**src/rtl/reaction_pkg.sv**
```systemverilog
// Shared types for the reaction-time session sequencer.
package reaction_pkg;

    localparam int TW_DEFAULT = 14;

    typedef enum logic [2:0] {
        IDLE,
        ARM,
        LIGHTS,
        MEASURE,
        RECORD,
        GAP,
        DONE,
        FALSE
    } state_t;

endpackage

```
**src/rtl/rise_detect.sv**
```systemverilog
// Rising-edge detector: a one-cycle pulse on the first cycle a level input is high.
module rise_detect (
    input  logic clk,
    input  logic rst,
    input  logic in,
    output logic pulse
);

    logic prev_q;
    logic prev_d;

    always_comb begin
        prev_d = in;
    end

    always_ff @(posedge clk) begin
        if (rst) begin
            prev_q <= 1'b0;
        end else begin
            prev_q <= prev_d;
        end
    end

    assign pulse = in & ~prev_q;

endmodule

```
**src/rtl/reaction_session_ctrl.sv**
```systemverilog
// Session sequencer for the reaction-time game: rounds, ms measurement, last/best times.
// Optional running sum output `sum_time` is built when REACT_SUM_EN is defined.
module reaction_session_ctrl
    import reaction_pkg::*;
#(
    parameter int ROUNDS     = 5,
    parameter int TW         = TW_DEFAULT,
    parameter int TIMEOUT_MS = 9999,
    parameter int GAP_MS     = 1000
) (
    input  logic          clk,
    input  logic          rst,
    input  logic          tick_ms,
    input  logic          start_btn,
    input  logic          react_btn,
    input  logic          lights_out,
    output logic          lights_start,
    output logic          busy,
    output logic [2:0]    round_idx,
    output logic [TW-1:0] last_time,
    output logic [TW-1:0] best_time,
    output logic [TW-1:0] disp_value,
    output logic          false_start,
    output logic          timed_out,
`ifdef REACT_SUM_EN
    output logic [TW+2:0] sum_time,
`endif
    output logic          session_done
);

    localparam logic [TW-1:0] TIMEOUT_V  = TW'(TIMEOUT_MS);
    localparam logic [TW-1:0] GAP_V      = TW'(GAP_MS);
    localparam logic [2:0]    ROUND_LAST = 3'(ROUNDS - 1);

    logic start_edge;
    logic react_edge;

    rise_detect u_start_rise (
        .clk   (clk),
        .rst   (rst),
        .in    (start_btn),
        .pulse (start_edge)
    );

    rise_detect u_react_rise (
        .clk   (clk),
        .rst   (rst),
        .in    (react_btn),
        .pulse (react_edge)
    );

    state_t        state_q, state_d;
    logic [TW-1:0] cnt_q, cnt_d;
    logic [2:0]    round_q, round_d;
    logic [TW-1:0] last_q, last_d;
    logic [TW-1:0] best_q, best_d;
    logic          false_q, false_d;
    logic          timed_q, timed_d;
`ifdef REACT_SUM_EN
    localparam int SW = TW + 3;
    logic [SW-1:0] sum_q, sum_d;
`endif

    always_comb begin
        state_d = state_q;
        cnt_d   = cnt_q;
        round_d = round_q;
        last_d  = last_q;
        best_d  = best_q;
        false_d = false_q;
        timed_d = timed_q;
`ifdef REACT_SUM_EN
        sum_d   = sum_q;
`endif
        case (state_q)
            IDLE, DONE, FALSE: begin
                if (start_edge) begin
                    state_d = ARM;
                    round_d = '0;
                    last_d  = '0;
                    best_d  = '1;
                    false_d = 1'b0;
                    timed_d = 1'b0;
`ifdef REACT_SUM_EN
                    sum_d   = '0;
`endif
                end
            end
            ARM: begin
                state_d = LIGHTS;
            end
            LIGHTS: begin
                // A press coinciding with lights-out is still a false start.
                if (react_edge) begin
                    state_d = FALSE;
                    false_d = 1'b1;
                end else if (lights_out) begin
                    state_d = MEASURE;
                    cnt_d   = '0;
                end
            end
            MEASURE: begin
                // The press wins over a same-cycle tick, so that tick is dropped.
                if (react_edge) begin
                    state_d = RECORD;
                end else if (tick_ms) begin
                    if (cnt_q >= TIMEOUT_V - 1'b1) begin
                        cnt_d   = TIMEOUT_V;
                        timed_d = 1'b1;
                        state_d = RECORD;
                    end else begin
                        cnt_d = cnt_q + 1'b1;
                    end
                end
            end
            RECORD: begin
                last_d = cnt_q;
                if (cnt_q < best_q) begin
                    best_d = cnt_q;
                end
`ifdef REACT_SUM_EN
                sum_d = sum_q + SW'(cnt_q);
`endif
                if (round_q == ROUND_LAST) begin
                    state_d = DONE;
                end else begin
                    round_d = round_q + 1'b1;
                    cnt_d   = '0;
                    state_d = GAP;
                end
            end
            GAP: begin
                if (tick_ms) begin
                    if (cnt_q >= GAP_V - 1'b1) begin
                        state_d = ARM;
                        timed_d = 1'b0;
                    end else begin
                        cnt_d = cnt_q + 1'b1;
                    end
                end
            end
            default: begin
                state_d = IDLE;
            end
        endcase
    end

    always_ff @(posedge clk) begin
        if (rst) begin
            state_q <= IDLE;
            cnt_q   <= '0;
            round_q <= '0;
            last_q  <= '0;
            best_q  <= '1;
            false_q <= 1'b0;
            timed_q <= 1'b0;
`ifdef REACT_SUM_EN
            sum_q   <= '0;
`endif
        end else begin
            state_q <= state_d;
            cnt_q   <= cnt_d;
            round_q <= round_d;
            last_q  <= last_d;
            best_q  <= best_d;
            false_q <= false_d;
            timed_q <= timed_d;
`ifdef REACT_SUM_EN
            sum_q   <= sum_d;
`endif
        end
    end

    assign lights_start = (state_q == ARM);
    assign busy         = !((state_q == IDLE) || (state_q == DONE) || (state_q == FALSE));
    assign session_done = (state_q == DONE);
    assign round_idx    = round_q;
    assign last_time    = last_q;
    assign best_time    = best_q;
    assign false_start  = false_q;
    assign timed_out    = timed_q;
`ifdef REACT_SUM_EN
    assign sum_time     = sum_q;
`endif

    always_comb begin
        if (state_q == DONE) begin
            disp_value = best_q;
        end else if (state_q == FALSE) begin
            disp_value = '0;
        end else begin
            disp_value = last_q;
        end
    end

endmodule

```
**config.mk**
```make
export PLATFORM = sky130hd
export DESIGN_NAME = reaction_session_ctrl
export DESIGN_NICKNAME = d
export VERILOG_FILES = /design/src/rtl/reaction_pkg.sv /design/src/rtl/rise_detect.sv /design/src/rtl/reaction_session_ctrl.sv
export SDC_FILE = /design/constraint.sdc
export NUM_CORES = 1
export LEC_CHECK = 0
export BUFFER_PORTS_ARGS = -buffer_cell sky130_fd_sc_hd__buf_4
export CAP_MARGIN = 20
export CELL_PAD_IN_SITES_DETAIL_PLACEMENT = 1
export CELL_PAD_IN_SITES_GLOBAL_PLACEMENT = 1
export CORE_ASPECT_RATIO = 2
export CORE_MARGIN = 5
export CORE_UTILIZATION = 35
export DETAILED_ROUTE_END_ITERATION = 12
export PLACE_DENSITY_LB_ADDON = 0.25
export SYNTH_ARGS = -nofsm -noshare
export SYNTH_HDL_FRONTEND = slang
export SYNTH_SLANG_ARGS = --single-unit
```
**constraint.sdc**
```tcl
create_clock -name clk -period 1.9 [get_ports clk]
set_input_delay 0.19 -clock clk [delete_from_list [all_inputs] [get_ports clk]]
set_output_delay 0.19 -clock clk [all_outputs]
set_load 0.05 [all_outputs]
```
Word level (Yosys, flattened, before mapping)
Index checks and enable logic that the tools add are counted.
Word-level totals
  bits in registers: 52
  bits in latches: 0
  RAM bits: 0
  ROM bits: 0
  bits of input ports: 6
  output and inout bits: 50
  word-level logic and storage cells: 95
  memories kept: 0
Operators by class
  add/subtract/negate cells: 2
  multiply operators: 0
  div/mod/pow operators: 0
  $lt $le $gt $ge: 3
  equal/unequal tests: 23
  shifts and indexed selects: 0
  multiplexer cells: 38
  bitwise logic cells: 4
  reductions and logical operators: 16
Operator list (count)
  14-bit two-way mux: 13
  14-bit one-hot mux with 2 select lines: 2
  14-bit one-hot mux with 4 select lines: 1
  3-bit two-way mux: 10
  2-bit inequality test, second input constant: 12
  3-bit one-hot mux with 6 select lines: 1
  3-bit == test, second input constant: 5
  14-bit by 1-bit adder with 14-bit output, second input constant: 1
  14-bit by 10-bit greater-or-equal comparator with 1-bit output, second input constant: 1
  14-bit greater-or-equal comparator, second input constant: 1
  14-bit less-than comparator: 1
  3-bit inequality test, second input constant: 3
  3-bit AND reduction: 3
  8-bit AND reduction: 1
  1-bit two-way mux: 7
  7-bit AND reduction: 1
  3-bit by 2-bit == test with 1-bit output, second input constant: 2
  3-bit one-hot mux with 2 select lines: 1
  6-bit AND reduction: 1
  2-bit nonzero test: 2
  4-bit nonzero test: 1
  3-bit by 1-bit adder with 3-bit output, second input constant: 1
  3-bit by 1-bit == test with 1-bit output, second input constant: 1
  3-bit zero test: 1
  other kinds (10): 13

Longest topological paths before layout
Gate-level depths: netlist (run 1).
  depth in word-level cells: 5
  gate-level depth with buffers: 8
  mapped depth without buffers: 7

Cells and area by module
Synthesis (run 1) repeated with hierarchy kept, for this count alone.
Second synthesis, totals
  cell total of the unflattened synthesis: 405
  area total of the unflattened synthesis: 3120.5 um^2
Modules (own cells, without submodules)
  reaction_session_ctrl: times used 1, cells an instance 399, area each 3025.4 um^2, seq. area each 1001.0 um^2
  rise_detect: times used 2, cells an instance 3, area each 47.5 um^2, seq. area each 20.0 um^2

Worst setup path after synthesis (run 1)
Ideal clock, no wire load.
  path kind: register to output
  start: register state_q[0]
  end: output port disp_value[10]
  arrival: 2230 ps
  required time: 1710 ps
  path slack: -520 ps
  stages on the path, launching flop included: 6
  buffers on the path: 4
  cell sequence: dfxtp_1 buf_2 buf_2 buf_1 buf_1 o31ai_1
On the way
  longest elaborated chain between the ends: 3
  elaborated cells on any way between the ends: 4
  classes of those cells: 2 x eq/ne; 2 x mux
RTL lines
  start: declaration: RTL line reaction_session_ctrl.sv:52  | state_t state_q, state_d;
  start signal: assignment: RTL line reaction_session_ctrl.sv:161  | state_q <= state_d;
  3-bit == test: RTL line reaction_session_ctrl.sv:189  | end else if (state_q == FALSE) begin
  14-bit two-way mux: RTL line reaction_session_ctrl.sv:189
  14-bit two-way mux (*): RTL line reaction_session_ctrl.sv:187  | if (state_q == DONE) begin
  end: declaration: RTL line reaction_session_ctrl.sv:22  | output logic [TW-1:0] disp_value,
Every way passes the cells marked *; elsewhere a longest branch is shown, timed or not.

Worst setup path in the final report (run 1)
  start: register state_q[1]
  end: register best_q[12], in the netlist best_time[12]
On the way
  longest elaborated chain between the ends: 4
  elaborated cells on any way between the ends: 10
  classes of those cells: 5 x eq/ne; 1 x mux; 4 x reduce/logical
RTL lines
  3-bit == test / 3-bit zero test (equally long branches): RTL line reaction_session_ctrl.sv:75  | case (state_q)
  3-bit OR reduction: RTL line reaction_session_ctrl.sv:75
  2-bit inequality test (no line) / 2-bit nonzero test (equally long branches)
  3-bit AND reduction (no line)
  end signal: assignment: RTL line reaction_session_ctrl.sv:165  | best_q <= best_d;
  end: declaration: RTL line reaction_session_ctrl.sv:56  | logic [TW-1:0] best_q, best_d;
Several ways; a longest one is shown, not always the timed one.
A chain may end at the register's enable or synchronous reset.

==> impl_results.md, run 1 <==
* Final Setup Violations at 0
* Worst-Margin Slew at 0.501 ns
* Fmax at 538 MHz
* EDFF count, synth at 0
* Total power at about 4 mW
* Setup Skew at 0.0105 ns
* Yosys warnings at 0
* Post-Synthesis Cell Area at ~0.0033 mm2
* Clock transition at path regs at around 0.070 ns
* Synthesized area per cell at 7.67 um2
* Final-report hold violation count at 0
* Crit path max fanout at 14
* Final min period at 1.86 ns
* Distinct cells, synth at 60
* Arrival @ worst endpoint at approximately 2.1 ns
* Clock sink total at 52
* Placer Congestion at 0.884
* Die Y at ~150 um
* Buf+Inv Stages, Crit Path at 2
* Share of the synthesized area in the top cell type at 31.3%
* Die width at 79.0 um
* LEAKAGE at around 2.0 nW
* Hold WC Path Type: input pin to flop
* #FFs+latches synth at 52
* GRT Overall Usage at 21.5%
* Num ports at 56
* Share of cells above drive strength 1 at 40.0%
* Largest net degree at the start of global routing at 31
* Most frequent cell after synthesis: nand2_1
* Cells along the critical path: buf_4 > or3b_1 > nor2_2 > o211ai_2 > a21oi_4 > buf_12 > mux2i_1
* Root Driver: clkbuf_16
* CTS tree: built
* DRC Markers at 0
* Num CTS Buffers at 5
* Synth top area cells: dfxtp_1, nand2_1, ha_1
* Max VDD drop at approximately 730 uV
* Antenna violations before repair at 0
* Top FF cell, synth: dfxtp_1
* Final Hold Slack at 0.122 ns
* Crit path max-delay family: simple AND/OR/NAND/NOR gates
* Max transition margin at about two thirds
* DRT iter0 DRCs at 161
* Asr flop ratio synth at 0%
* Yosys top cell by area: dfxtp_1
* CP endpoint kind: flop
* Commonest cells in the netlist: nand2_1, dfxtp_1, nor2_1, a21oi_1, inv_1
* Net count after synthesis at between 400 and 500
* Drt total wl at 12900 um
* Register-to-Register Path Depth at 7
* First-pass DRT Iterations at 4
* Die ar. at 0.0117 mm2
* Nets@finish at 535
* Worst path depth at 7
* Hold buffer count at cts at 0
* Routed Antenna Nets at 0
* CP Class: flop to flop
* CP Launch Type: flop
* Mapped Cells at 434
* Status: finished, final reports clean
* Max-cap violations at 0
* Post-DP HPWL at 9170 um
* Number of global-route vias before repair at 3786
* Starting Density at between 30% and 40%
* Area grow syn2layout at 41.0%
* Fin area at 0.00469 mm2
* Grt ovf at 0
* Final Slew Violations at 0
* Vias per inst at 5.98
* Hold Crit Depth at 2
* CTS H-tree depth at 2
* Power per cell area at 862 mW/mm2
* CP max stage cell: or3b_1
* Final period utilization at 97.9%
* RSZ-0062 raised after global routing: true
* Post-DP Area at ~0.0042 mm2
* Worst path max stage delay at 0.44 ns
* Worst-skew pair later-pin latency at 0.30 ns
* First-pass GRT wire length at 19700 um
* # diodes at 0
* Core area at 0.00932 mm2
* Max Root-Sink Buffers at 2
* WP data required at 2.13 ns
* DR vias at 3691
* Row count at 50
* Wire length per cell at 20.8 um
* PortBufs at 55
* Sequential area share after synthesis at between 30% and 40%
==> placed cells by master, fill, tap and decap left out, types with 7 or more instances in the layout <==
cell type / synthesis / layout
buf_4: 5 / 95
nand2_1: 61 / 58
nor2_1: 41 / 41
a21oi_1: 34 / 30
dfxtp_1: 52 / 22
inv_1: 23 / 20
dfxtp_2: 0 / 19
nand3_1: 17 / 17
mux2i_1: 14 / 14
nand4_1: 13 / 13
ha_1: 17 / 13
dfxtp_4: 0 / 11
o31ai_2: 0 / 9
o21ai_0: 14 / 9
a31oi_1: 9 / 9
buf_6: 2 / 8
nor3_1: 8 / 7
==> final timing paths <==
check | startpoint | end | slack (ns)
worst max-delay path | state_q[1] | best_time[12] | 0.04
worst min register to register | last_time[7] | last_time[7] | 0.48
worst min-delay path | react_btn | u_react_rise.prev_q | 0.12
worst max register to register | state_q[1] | best_time[12] | 0.04
==> repair_timing <==
action | CTS | global route
endpoints found under the hold margin | 0 | 0
setup endpoints to repair | 45 | 40
gates resized for setup | 20 | 52
pin swaps | 2 | 10
setup buffers | 0 | 7
==> sequential cells by signal, indices dropped and copies added (netlist names), 3 cells and up <==
| signal | flops |
|---|---|
| best_time | 14 |
| cnt_q | 14 |
| last_time | 14 |
| round_idx | 3 |
| state_q | 3 |
==> worst register-to-register path, cell delays in order (launching register included) <==
cell and delay (ns):
dfxtp_4 0.39, buf_4 0.14, or3b_1 0.44, nor2_2 0.16, o211ai_2 0.12, a21oi_4 0.15
buf_12 0.18, mux2i_1 0.20
==> layout make-up <==
class,instances,area [um2]
Fill cell,1118,4630
Multi-Input combinational cell,322,2280
Sequential cell,52,1110
Timing Repair Buffer,108,903
Tap cell,104,130
Clock buffer,6,129
Inverter,23,86.3
Clock inverter,2,60.1
==> cell families after synthesis <==
logic type | count (synthesis) | share of synthesized area, %
buf+inv | 60 | 8.61
simple gates | 179 | 26.6
fa+ha+maj | 17 | 6.39
compound gates | 111 | 22.6
flops | 52 | 31.3
xor+xnor | 1 | 0.263
mux | 14 | 4.21
==> report_power, final <==
group          switching (mW)  internal, mW
registers              0.0847          1.12
clock network           0.450         0.757
logic                    1.00         0.627
==> per-stage QoR <==
stage / TNS (ns) / instances / worst slack (ns) / utilization (%)
floorplan: -3.13 / 434 / -0.311 / -
global placement: -1.11 / 602 / -0.0854 / 44.9
detailed placement: -1.94 / 602 / -0.138 / 44.9
CTS: -0.000618 / 610 / -0.000618 / 47.6
global route: -0.327 / 617 / -0.0466 / 50.3
finish: 0 / 617 / 0.0401 / 50.3
==> per-layer routing <==
metal / wire length [um] / share of wire (%) / track usage, %
met2: 7240 / 56 / 41.3
met4: 656 / 5.1 / 12.0
met1: 4500 / 35 / 21.5
met5: 0 / 0 / 0
met3: 471 / 3.7 / 2.74
No activity file was read; power rests on OpenSTA's default activity.
==> run 2: changes to the inputs <==
==> constraint.sdc (replaced) <==
create_clock -name clk -period 2.2 [get_ports clk]
set_input_delay 0.22 -clock clk [delete_from_list [all_inputs] [get_ports clk]]
set_output_delay 0.22 -clock clk [all_outputs]
set_load 0.05 [all_outputs]
==> impl_results.md, run 2 (synthesis results as in run 1) <==
* Status: finished, final reports clean
* Final period utilization at 93.2% (-4.6 points)
* DRT iter0 DRCs at 100 (-38%)
* Max-cap violations at 0 (unchanged)
* Max VDD drop at 514 uV (-30%)
* Grt ovf at 0 (unchanged)
* Die width at 79.0 um (unchanged)
* Num ports at 56 (unchanged)
* Grt met3 use at 2.56% (-0.18 points)
* Crit path max fanout at 9 (-5)
* Clock transition at path regs at 0.07 ns (about the same)
* Setup Skew at 0.00628 ns (-0.00418 ns)
* # Post-CTS Setup Buffers at 0 (unchanged)
* CP Launch Type: flop
* Most Crowded Layer GR: met2
* Worst-Margin Slew at 0.580 ns (+0.0795 ns)
* Fill cell count at 1174 (+5.0%)
* RSZ-0062 raised after global routing: false
* Num CTS Buffers at 5 (unchanged)
* First-pass GRT wire length at 17900 um (-9.3%)
* WP data required at 2.42 ns (+0.29 ns)
* Root Driver: clkbuf_16
* First-pass DRT Iterations at 4 (unchanged)
* Post-Route Setup TNS at 0 ns (unchanged)
* Number of global-route vias before repair at 3561 (-5.9%)
* Wire length per cell at 18.7 um (-10%)
* Fmax at 487 MHz (-9.3%)
* Core area at 0.00932 mm2 (unchanged)
* GRT Overall Usage at 19.4% (-2.1 points)
* Die Y at 148 um (unchanged)
* DRC Markers at 0 (unchanged)
* Max transition margin at 61.3% (-5.2 points)
* Antenna violations before repair at 0 (unchanged)
* Arrival @ worst endpoint at 2.27 ns (+0.18 ns)
* Max Root-Sink Buffers at 2 (unchanged)
* Hold WC Path Type: input pin to flop
* CTS tree: built
* Post-DP HPWL at 8870 um (-3.3%)
* Final Setup Violations at 0 (unchanged)
* Clock sink total at 52 (unchanged)
* Routed Antenna Nets at 0 (unchanged)
* Vias per inst at 5.68 (-5.1%)
* Final Slew Violations at 0 (unchanged)
* Largest net degree at the start of global routing at 31 (unchanged)
* Total power at 2.94 mW (-27%)
* CTS H-tree depth at 2 (unchanged)
* Die ar. at 0.0117 mm2 (unchanged)
* Commonest non-fill, non-tap cell in the layout: buf_4
* DR vias at 3367 (-8.8%)
* Met2 usage at 38.7% (-2.6 points)
* LEAKAGE at 1.74 nW (-11%)
* Share of cells above drive strength 1 at 23.7% (-16 points)
* Worst-skew pair later-pin latency at 0.29 ns (about the same)
* PortBufs at 55 (unchanged)
* Final min period at 2.05 ns (+0.191 ns)
* # diodes at 0 (unchanged)
* Drt total wl at 11100 um (-14%)
* Area grow syn2layout at 21.8%
* Final-report hold violation count at 0 (unchanged)
* Commonest cells after routing, fill and taps aside: buf_4, nand2_1, dfxtp_1, nor2_1, a21oi_1
* Power per cell area at 724 mW/mm2 (-16%)
* Starting Density at 35.7% (unchanged)
* CP Class: flop to flop
* GRT met1 Usage at 18.8% (-2.7 points)
* CP endpoint kind: flop
* Row count at 50 (unchanged)
* Placer Congestion at 0.938 (+6.1%)
* Nets@finish at 512 (-4.3%)
## run 2: cell count changes in the layout (fill, tap and decap cells not counted), moves of 8 or more
cell,change
dfxtp_2,-15
buf_6,-8
dfxtp_1,+26
o31ai_1,+14
buf_4,-10
dfxtp_4,-11
o31ai_2,-9
## run 2: report_power, final
part	internal [mW]	switching, mW
logic	0.372	0.707
clock network	0.450	0.359
registers	0.974	0.0730
total	1.80	1.14
## run 2: timing repair
action                     CTS  global route
setup endpoints to repair    1            15
hold buffers                 0             0
pin swaps                    0             0
resized for setup            1             3
## run 2: final timing paths
kind | slack (ns) | depth (start not counted) | to | start
setup / recovery | 0.15 | 5 | timed_out | cnt_q[9]
hold / removal | 0.15 | 2 | u_start_rise.prev_q | start_btn
setup reg to reg | 0.15 | 5 | timed_out | cnt_q[9]
hold reg to reg | 0.47 | 2 | last_time[5] | last_time[5]
## run 2: routing by layer
metal | wire length (um) | share of wire, %
met1 | 3980 | 36
met2 | 6390 | 58
met3 | 327 | 2.9
met4 | 388 | 3.5
met5 | 0 | 0
## run 2: worst max-delay path, stage by stage, from the launching register on
cell and delay (ns):
dfxtp_1 0.53, nand4_1 0.22, o311ai_1 0.36, o221ai_1 0.29, or4_1 0.45, a21oi_1 0.14
## run 2: final cells by class
cell class | instances | area [um2] | share of cell area, %
multi-input combinational | 322 | 2010 | 49.5
sequential | 52 | 1050 | 25.8
timing repair buffer | 85 | 638 | 15.7
clock buffer | 6 | 139 | 3.43
tap | 104 | 130 | 3.21
inverter | 23 | 86.3 | 2.13
clock inverter | 1 | 8.76 | 0.216
## run 2: metrics by stage
step                      hold slack (ns)  instance area (um2)  worst slack, ns  instances  util [%]
after global routing                0.148                 4050           0.0198        593      43.5
after CTS                           0.143                 4050          0.00370        593      43.4
after global placement              0.441                 3900            0.141        586      41.8
after floorplan                     0.348                 3330           -0.250        434         -
after detailed placement            0.445                 3900           0.0923        586      41.8
final                               0.145                 4050            0.149        593      43.5
==> run 3: changes to the inputs <==
--- a/config.mk
+++ b/config.mk
@@ -12,6 +12,7 @@
 export CORE_ASPECT_RATIO = 2
 export CORE_MARGIN = 5
 export CORE_UTILIZATION = 35
+export CTS_BUF_LIST = sky130_fd_sc_hd__clkbuf_4 sky130_fd_sc_hd__clkbuf_8
 export DETAILED_ROUTE_END_ITERATION = 12
 export PLACE_DENSITY_LB_ADDON = 0.25
 export SYNTH_ARGS = -nofsm -noshare
==> impl_results.md, run 3 (synthesis results as in run 1) <==
* Worst path max stage delay at 0.45 ns (-0.08 ns)
* First-pass DRT Iterations at 4 (unchanged)
* Cells after DPL at 586 (unchanged)
* Clock Power Share at 21.7% (-5.9 points)
* GRT Overall Usage at 19.3% (-0.15 points)
* Commonest non-fill, non-tap cell in the layout: buf_4
* Met3 Wirelength at 328 um (+0.31%)
* CP Launch Type: flop
* Hold buffer count at cts at 0 (unchanged)
* Antenna violations before repair at 0 (unchanged)
* Final period utilization at 94.0% (+0.71 points)
* Starting Density at 35.7% (unchanged)
* Max Root-Sink Buffers at 2 (unchanged)
* Max transition margin at 61.5% (+0.16 points)
* Final Hold Slack at 0.121 ns (-0.0239 ns)
* Cell internal pwr at 1.60 mW (-11%)
* Num CTS Buffers at 5 (unchanged)
* Register-to-Register Path Depth at 6 (+1)
* Root Driver: clkbuf_8
* Worst reg2reg path startpoint: cnt_q[1]
* Die Y at 148 um (unchanged)
* Largest net degree at the start of global routing at 31 (unchanged)
* Post-Route Utilization at 42.9% (-0.60 points)
* Post-Route Setup TNS at 0 ns (unchanged)
* Crit path max fanout at 5 (-4)
* Sw Ratio at 41.2% (+2.4 points)
* Reg power frac at 38.5% (+2.8 points)
* Die width at 79.0 um (unchanged)
* Hold Crit Depth at 2 (unchanged)
* Buf+Inv Stages, Crit Path at 0 (unchanged)
* CP max stage cell: or4_1
* Row count at 50 (unchanged)
* PortBufs at 55 (unchanged)
* DRT iter0 DRCs at 129 (+29%)
* Fmax at 484 MHz (-0.76%)
* First-pass GRT wire length at 17800 um (-0.50%)
* Psw at 1.12 mW (-1.6%)
* LEAKAGE at 1.71 nW (-1.5%)
* Crit path max-delay family: compound AO/OA/AOI/OAI gates
* Routed met1 length at 4010 um (+0.65%)
* Max VDD drop at 491 uV (-4.4%)
* Worst Hold Path EP: u_start_rise.prev_q
* # diodes at 0 (unchanged)
* Commonest cells after routing, fill and taps aside: buf_4, nand2_1, dfxtp_1, nor2_1, a21oi_1
* Final Slew Violations at 0 (unchanged)
* Die ar. at 0.0117 mm2 (unchanged)
* Top routing layer in use: met4
* Arrival @ worst endpoint at 2.32 ns (+0.05 ns)
* Final-report hold violation count at 0 (unchanged)
* Met2 wire len at 6300 um (-1.5%)
* Final min period at 2.07 ns (+0.0157 ns)
* CTS H-tree depth at 2 (unchanged)
* Post-DP Area at 0.00390 mm2 (unchanged)
* Post-DP HPWL at 8870 um (unchanged)
* R2R Setup Slk at 0.13 ns (-0.02 ns)
* Setup Skew at 0.00719 ns (+0.000910 ns)
* Share of cells above drive strength 1 at 23.7% (unchanged)
* Nets@finish at 512 (unchanged)
* Hold WC Path Type: input pin to flop
* WP data required at 2.45 ns (+0.03 ns)
* RSZ-0062 raised after global routing: false
* Routed Antenna Nets at 0 (unchanged)
* Clock transition at path regs at 0.10 ns (+0.03 ns)
* Clock sink total at 52 (unchanged)
* Num ports at 56 (unchanged)
* Max-cap violations at 0 (unchanged)
* Number of global-route vias before repair at 3522 (-1.1%)
* DRC Markers at 0 (unchanged)
* Layout Cells excl Fill at 593 (unchanged)
* Core area at 0.00932 mm2 (unchanged)
* DR vias at 3344 (-0.68%)
* Comb pwr share at 39.8% (+3.0 points)
* CTS tree: built
* Area grow syn2layout at 20.1%
* CP Class: flop to flop
* Cells along the critical path: ha_1 > a211oi_2 > o311ai_1 > o221ai_1 > or4_1 > a21oi_1
* CP endpoint kind: flop
* Fin area at 0.00400 mm2 (-1.4%)
* Placer Congestion at 0.938 (unchanged)
* Worst-Margin Slew at 0.578 ns (-0.00233 ns)
* Worst-skew pair later-pin latency at 0.32 ns (+0.03 ns)
* Vias per inst at 5.64 (-0.68%)
* Hold path start: start_btn
* Crit Reg-Reg Endpoint: timed_out
* Drt total wl at 11100 um (-0.27%)
* Power per cell area at 680 mW/mm2 (-6.1%)
* Grt ovf at 0 (unchanged)
* Final Setup Violations at 0 (unchanged)
* Wire length per cell at 18.6 um (-0.27%)
* Status: finished, final reports clean
-- run 3: cell counts in the layout (fill, tap and decap cells not counted) --
Identical to the previous run, type by type.
-- run 3: metrics by stage --
stage	total power, mW	setup slack, ns
final	2.72	0.133
after global routing	2.87	0.00322
after floorplan	1.80	-0.250
after CTS	2.74	0.00749
after global placement	2.13	0.141
after detailed placement	2.15	0.0923
-- run 3: power groups by stage --
stage                     sequential [mW]  clock [mW]  combinational (mW)
after floorplan                      1.04           0               0.758
after global placement               1.06           0                1.07
after detailed placement             1.07           0                1.08
after CTS                            1.05       0.609                1.09
after global routing                 1.06       0.651                1.16
final                                1.05       0.590                1.08
-- run 3: how the worst max path moves through the flow --
stage	from	end	slack, ns	cells after the start
detailed placement	cnt_q[1]	cnt_q[8]	0.09	7
CTS	state_q[2]	disp_value[9]	0.007	4
floorplan	state_q[0]	disp_value[10]	-0.25	5
finish	cnt_q[1]	timed_out	0.13	6
global route	cnt_q[3]	best_time[6]	0.003	7
global placement	cnt_q[1]	cnt_q[2]	0.14	6
-- run 3: repair_timing --
item	4_1_cts	5_1_grt
setup endpoints to repair	4	23
pin swaps	0	0
gates resized for setup	1	3
gates cloned	0	0
setup buffers	0	0
hold endpoints to repair	0	0
-- run 3: per-layer routing --
metal / vias up / global-route usage (%)
met1: 1595 / 19.1
met2: 80 / 38.2
met3: 26 / 2.62
li1: 1643 / -
met4: 0 / 8.78
met5: - / 0
-- run 3: cell type report --
cell class / count / area [um2]
clock buffer: 6 / 82.6
clock inverter: 1 / 8.76
fill: 1183 / 5320
inverter: 23 / 86.3
multi-input combinational: 322 / 2010
sequential: 52 / 1050
tap: 104 / 130
timing repair buffer: 85 / 638
-- run 3: worst register-to-register path: stages (launching register included) --
cell and delay [ns]:
dfxtp_1 0.44, ha_1 0.25, a211oi_2 0.12, o311ai_1 0.30, o221ai_1 0.29, or4_1 0.45
a21oi_1 0.14
